<file path="src/rtl/game_control.sv">
// Game flow controller: IDLE/SHOP/READY/BATTLE/RESULT/GAMEOVER/VICTORY.
// Optional battle watchdog enabled by macro GAME_CONTROL_TIMEOUT_EN.
module game_control #(
  parameter int WIN_ROUNDS     = 10,
  parameter int TIMEOUT_CYCLES = 1023
) (
  input  logic       clk,
  input  logic       reset,
  input  logic       start,
  input  logic       chosenDelay2,
  input  logic       actionFight,
  input  logic       battleDone,
  input  logic       battleWin,
  input  logic       alive,
  input  logic [1:0] lives,
  input  logic [7:0] round,
  output logic [2:0] ns,
  output logic [2:0] ps,
  output logic       load_regs,
  output logic       decr_lives,
  output logic       rewards
);

  typedef enum logic [2:0] {
    IDLE     = 3'd0,
    SHOP     = 3'd1,
    READY    = 3'd2,
    BATTLE   = 3'd3,
    RESULT   = 3'd4,
    GAMEOVER = 3'd5,
    VICTORY  = 3'd6
  } state_t;

  localparam logic [7:0] LAST_ROUND = 8'(WIN_ROUNDS - 1);

  state_t state_q;
  state_t state_d;
  logic   wd_hit;
  logic   force_loss;

`ifdef GAME_CONTROL_TIMEOUT_EN
  logic [9:0] wd_cnt;
  logic       to_loss_q;

  assign wd_hit     = (state_q == BATTLE) &&
                      (wd_cnt >= 10'(TIMEOUT_CYCLES - 1));
  assign force_loss = to_loss_q;

  // Watchdog counts cycles spent in BATTLE; zero outside it.
  always_ff @(posedge clk) begin
    if (reset || state_q != BATTLE) wd_cnt <= '0;
    else                            wd_cnt <= wd_cnt + 10'd1;
  end

  // Remember that RESULT was reached by timeout so it scores a loss.
  always_ff @(posedge clk) begin
    if (reset) to_loss_q <= 1'b0;
    else       to_loss_q <= wd_hit && alive && !battleDone;
  end
`else
  assign wd_hit     = 1'b0;
  assign force_loss = 1'b0;
`endif

  // Present-state register.
  always_ff @(posedge clk) begin
    if (reset) state_q <= IDLE;
    else       state_q <= state_d;
  end

  // Next-state and Mealy command pulses.
  always_comb begin
    state_d    = state_q;
    load_regs  = 1'b0;
    decr_lives = 1'b0;
    rewards    = 1'b0;
    if (reset) begin
      state_d = IDLE;
    end else begin
      case (state_q)
        SHOP: begin
          if (!alive)            state_d = GAMEOVER;
          else if (chosenDelay2) state_d = READY;
        end
        READY: begin
          if (!alive)           state_d = GAMEOVER;
          else if (actionFight) state_d = BATTLE;
        end
        BATTLE: begin
          if (!alive)          state_d = GAMEOVER;
          else if (battleDone) state_d = RESULT;
          else if (wd_hit)     state_d = RESULT;
        end
        RESULT: begin
          if (battleWin && !force_loss) begin
            rewards = 1'b1;
            state_d = (round == LAST_ROUND) ? VICTORY : SHOP;
          end else begin
            decr_lives = 1'b1;
            state_d    = (lives <= 2'd1) ? GAMEOVER : SHOP;
          end
        end
        GAMEOVER, VICTORY: begin
          if (start) begin
            load_regs = 1'b1;
            state_d   = SHOP;
          end
        end
        default: begin
          if (start) begin
            load_regs = 1'b1;
            state_d   = SHOP;
          end else begin
            state_d = IDLE;
          end
        end
      endcase
    end
  end

  assign ns = state_d;
  assign ps = state_q;

endmodule

</file>
<file path="config.mk">
export PLATFORM = sky130hd
export DESIGN_NAME = game_control
export DESIGN_NICKNAME = d
export VERILOG_FILES = /design/src/rtl/game_control.sv
export SDC_FILE = /design/constraint.sdc
export NUM_CORES = 1
export LEC_CHECK = 0
export BUFFER_PORTS_ARGS = -buffer_cell sky130_fd_sc_hd__buf_4
export CAP_MARGIN = 10
export CELL_PAD_IN_SITES_DETAIL_PLACEMENT = 0
export CELL_PAD_IN_SITES_GLOBAL_PLACEMENT = 1
export CORE_MARGIN = 2
export CORE_UTILIZATION = 26
export CTS_BUF_LIST = sky130_fd_sc_hd__clkbuf_4 sky130_fd_sc_hd__clkbuf_8
export DETAILED_ROUTE_END_ITERATION = 7
export GPL_TIMING_DRIVEN = 1
export PLACE_DENSITY_LB_ADDON = 0.1
export SLEW_MARGIN = 30
export SYNTH_ARGS = -nofsm -noshare
export SYNTH_HDL_FRONTEND = slang
export SYNTH_SLANG_ARGS = --single-unit
</file>
<file path="constraint.sdc">
create_clock -name clk -period 1.6 [get_ports clk]
set_clock_uncertainty 0.15 [all_clocks]
set_input_delay 0.08 -clock clk [delete_from_list [all_inputs] [get_ports clk]]
set_output_delay 0.08 -clock clk [all_outputs]
set_load 0.02 [all_outputs]
</file>
== Word-level counts from Yosys, hierarchy flattened ==
Cells that the tools add are included.

* Reduce and logical (&&, ||, !) cells: 2
* Magnitude comparators: 1
* Eq/ne operators: 7
* Multiplexer cells: 22

{| class="wikitable"
|+ Operator list
! kind !! number
|-
| 3-bit two-way mux || 11
|-
| 3-bit one-hot mux with 5 select lines || 1
|-
| 1-bit two-way mux || 10
|-
| 3-bit equality test (second input constant) || 3
|-
| 8-bit by 4-bit equality test with 1-bit output (second input constant) || 1
|-
| 3-bit by 2-bit equality test with 1-bit output (second input constant) || 2
|-
| 4-bit OR reduction || 1
|-
| 3-bit by 1-bit equality test with 1-bit output (second input constant) || 1
|-
| 2-bit by 1-bit <= comparator with 1-bit output (second input constant) || 1
|-
| 2-bit OR reduction || 1
|}

* Output and inout bits: 9
* Logic and storage cells: 33
* Bits in registers: 3
* Input port bits: 18

== Longest topological paths before layout ==
* Word-level depth: 5
* Mapped depth: 5
* Gate-level depth less buffers: 4

== Worst setup path before layout ==
No wires, ideal clock.

* Kind: register to output
* Start: reg state_q[0] (netlist: ps[0])
* End: out ns[2]
* Data arrival time: 1.821 ns
* Buffers on the path: 1
* Stages on the path, launching flop included: 6
* Setup slack: -0.451 ns
* Cell sequence: dfxtp_1 buf_4 clkinv_1 o221ai_1 a22oi_2 nor4_1

* Cells in the longest elaborated chain, start to end: 4

{| class="wikitable"
|+ RTL lines
! element !! RTL line !! RTL
|-
| start, declared || 36 || <nowiki>state_t state_q;</nowiki>
|-
| start signal, assigned || 68 || <nowiki>else state_q <= state_d;</nowiki>
|-
| 3-bit equality test || 80 || <nowiki>case (state_q)</nowiki>
|-
| 2-bit OR reduction || 80 ||
|-
| 3-bit one-hot mux with 5 select lines (*) || 80 ||
|-
| 3-bit two-way mux (*) || 77 || <nowiki>if (reset) begin</nowiki>
|-
| end, declared || 17 || <nowiki>output logic [2:0] ns,</nowiki>
|}

Mark *: on every way between the ends. The rest lies on a longest branch, timed or not.

== Worst setup path in the final report ==
* Start: reg state_q[1] (netlist: ps[1])
* End: out ns[2]

Same word-level chain as after synthesis.

==> summary.txt <==
Run status = complete, but fails checks
Violated checks = setup timing
Die height = 41.7 µm
Synth Instances = 50
Top-area cell type share of the netlist area = 0.163
Hold Path Sink = ps[0]
LEAKAGE = 0.349 nW
Clock root buffer = clkbuf_4
Req. time, crit path = 1.37 ns
Inserted Diodes = 0
Worst Max-Slew Pin Slew = 0.256 ns
PwrDens = 515 nW/µm²
Die X-Extent = 41.7 µm
Worst EP arrival = 1.64 ns
Inst Count DP = 97
Sequential area share after synthesis = 0.163
DP Wirelength = 988 µm
Post-synth top cells = dfxtp_1 (3), nand2_1 (3), nor3_1 (3)
Final worst setup slack = -0.268 ns
Mapped Area = 369 µm²
CTS sink cnt = 3
Synth cell types = 31
Pin count of the biggest net entering global routing = 10
Setup violators final = 4
Setup WS pre-CTS = -0.0528 ns
DR pass1 iterations = 4
Starting density of the core = 0.280
Setup TNS = -0.616 ns
Port bufs = 25
Fin. Hold Viols = 0
Initial antenna violation count = 0
Avg Cell Area, Syn = 7.38 µm²
Max-slew violations = 0
Normalized max-slew margin = 0.828
Syn nets = 68
RSZ-0062 raised after global routing = yes
Worst min-delay path class = input port to register
Residual DRC = 0
Seq cells post-synth = 3
H-tree Lvls = 1
Worst R2R End = ps[2]
Later-pin clock latency in the skew report = 0.23 ns
Crit path time final = 1.87 ns
Post-synth top area cell = dfxtp_1
Final RePlAce weighted congestion = 0.844
Core area = 1320 µm²
Reg2Reg Setup Slack = -0.07 ns
RR Startpoint = ps[1]
Hold Path Stages = 3
Share of cells above drive strength 1 = 0.678
Synth area leaders = dfxtp_1 (16%), and4b_1 (5.4%), a221oi_1 (4.7%), nor4b_1 (4.7%), nor3_1 (4.1%)
CTS tree = done
Drt first-iter violations = 4
Final worst-path cycle share = 1.17
Post-synth EDFFs = 0
Final #Nets = 109
Total gr overflow = 0
Worst r2r path cells = 5
Clock transition at path regs = 0.03 ns
# IOs = 27
Layout Utilization = 0.585
Yosys warns = 0
Vias in the first global route = 485
Longest Clk Path Bufs = 2
Worst Hold Launch = start
Row cnt = 13
CP Launch Type = register
Critical Path End Type = output pin
MaxCap Viol Count = 0
Drt wl/cell = 12.1 µm
First-pass GRT wire length = 2110 µm
Syn-to-layout area delta = 109%
Post-DRT Antenna Nets = 0
Critical path type = register to output pin
Critical path peak fanout = 3
Via count = 548
Max frequency = 535 MHz
GRT Util Overall = 0.155
Filler instances = 130
Post-DR vias/cell = 5.22
Top_reg_cell synth = dfxtp_1
Asr flop ratio synth = 0
CTS Buf Count = 3
WL final = 1280 µm
Worst hold slack = 0.103 ns
VDD IR max = 615 µV
Die area = 1740 µm²
Fin cells = 105
Max reg flops = 3
[how the worst max path moves through the flow]
stage	start	end	slack [ns]	cells past startpoint
after global placement	ps[1]	ns[2]	-0.04	5
after floorplan	ps[0]	ns[2]	-0.04	4
after global routing	ps[1]	ns[2]	-0.36	5
final	ps[1]	ns[2]	-0.27	5
after detailed placement	ps[1]	ns[2]	-0.05	5
after CTS	ps[1]	ns[2]	-0.30	5
[worst max-delay path, stage by stage, from the launching register on]
cell      delay (ns)
dfxtp_2         0.31
or4_4           0.52
o211ai_2        0.10
a22oi_2         0.10
nor4_4          0.21
buf_4           0.17
[logic make-up after synthesis]
kind of cell           share of synthesized area
AND/OR/NAND/NOR                            0.359
XOR/XNOR                                  0.0237
AO/OA/AOI/OAI                              0.356
flip-flops                                 0.163
buffers and inverters                     0.0983
[where the power goes]
| group | leakage, nW | internal [W] | switching [W] | total, W |
|---|---|---|---|---|
| clock | 0.0184 | 0.000110 | 0.0000392 | 0.000149 |
| combinational | 0.305 | 0.0000879 | 0.0000776 | 0.000166 |
| sequential | 0.0260 | 0.0000784 | 0.00000354 | 0.0000819 |
[stage by stage]
step	total power, W	cell area [µm²]
final	0.000397	771
after global routing	0.000424	771
after CTS	0.000402	757
after detailed placement	0.000235	671
after global placement	0.000235	671
after floorplan	0.000158	405
[cells in the final DEF, fill, tap and decap left out, types with 2 or more instances in the layout]
| cell | instances |
|---|---|
| clkbuf_4 | 4 |
| a21oi_1 | 2 |
| nand3_1 | 2 |
| dfxtp_2 | 2 |
| nor3_1 | 2 |
| nand2b_1 | 2 |
| a31oi_2 | 2 |
| and4b_1 | 2 |
| buf_4 | 39 |
| o21ai_0 | 2 |
| nand2_1 | 3 |
| inv_1 | 2 |
[cell type report]
| type | count | area (µm²) | area share |
|---|---|---|---|
| Multi-Input combinational cell | 39 | 338 | 0.438 |
| Timing Repair Buffer | 40 | 303 | 0.393 |
| Sequential cell | 3 | 66.3 | 0.0860 |
| Clock buffer | 4 | 30.0 | 0.0390 |
| Tap cell | 15 | 18.8 | 0.0244 |
| Inverter | 4 | 15.0 | 0.0195 |
[routing by layer]
layer / part of all wire / up-vias / GRT usage / routed length [µm]
met1: 0.49 / 255 / 0.198 / 623
li1: - / 279 / - / -
met5: 0 / - / 0 / 0
met2: 0.46 / 14 / 0.250 / 587
met4: 0 / 0 / 0.0387 / 0
met3: 0.050 / 0 / 0.0522 / 64
[repair_timing]
action / in CTS / in global routing
setup buffers: 2 / 1
pin swaps: 4 / 1
resized for setup: 7 / 1
hold buffers: 1 / 0
endpoints found under the setup margin: 4 / 5
endpoints found under the hold margin: 3 / 0
No activity file was read; power rests on OpenSTA's default activity.
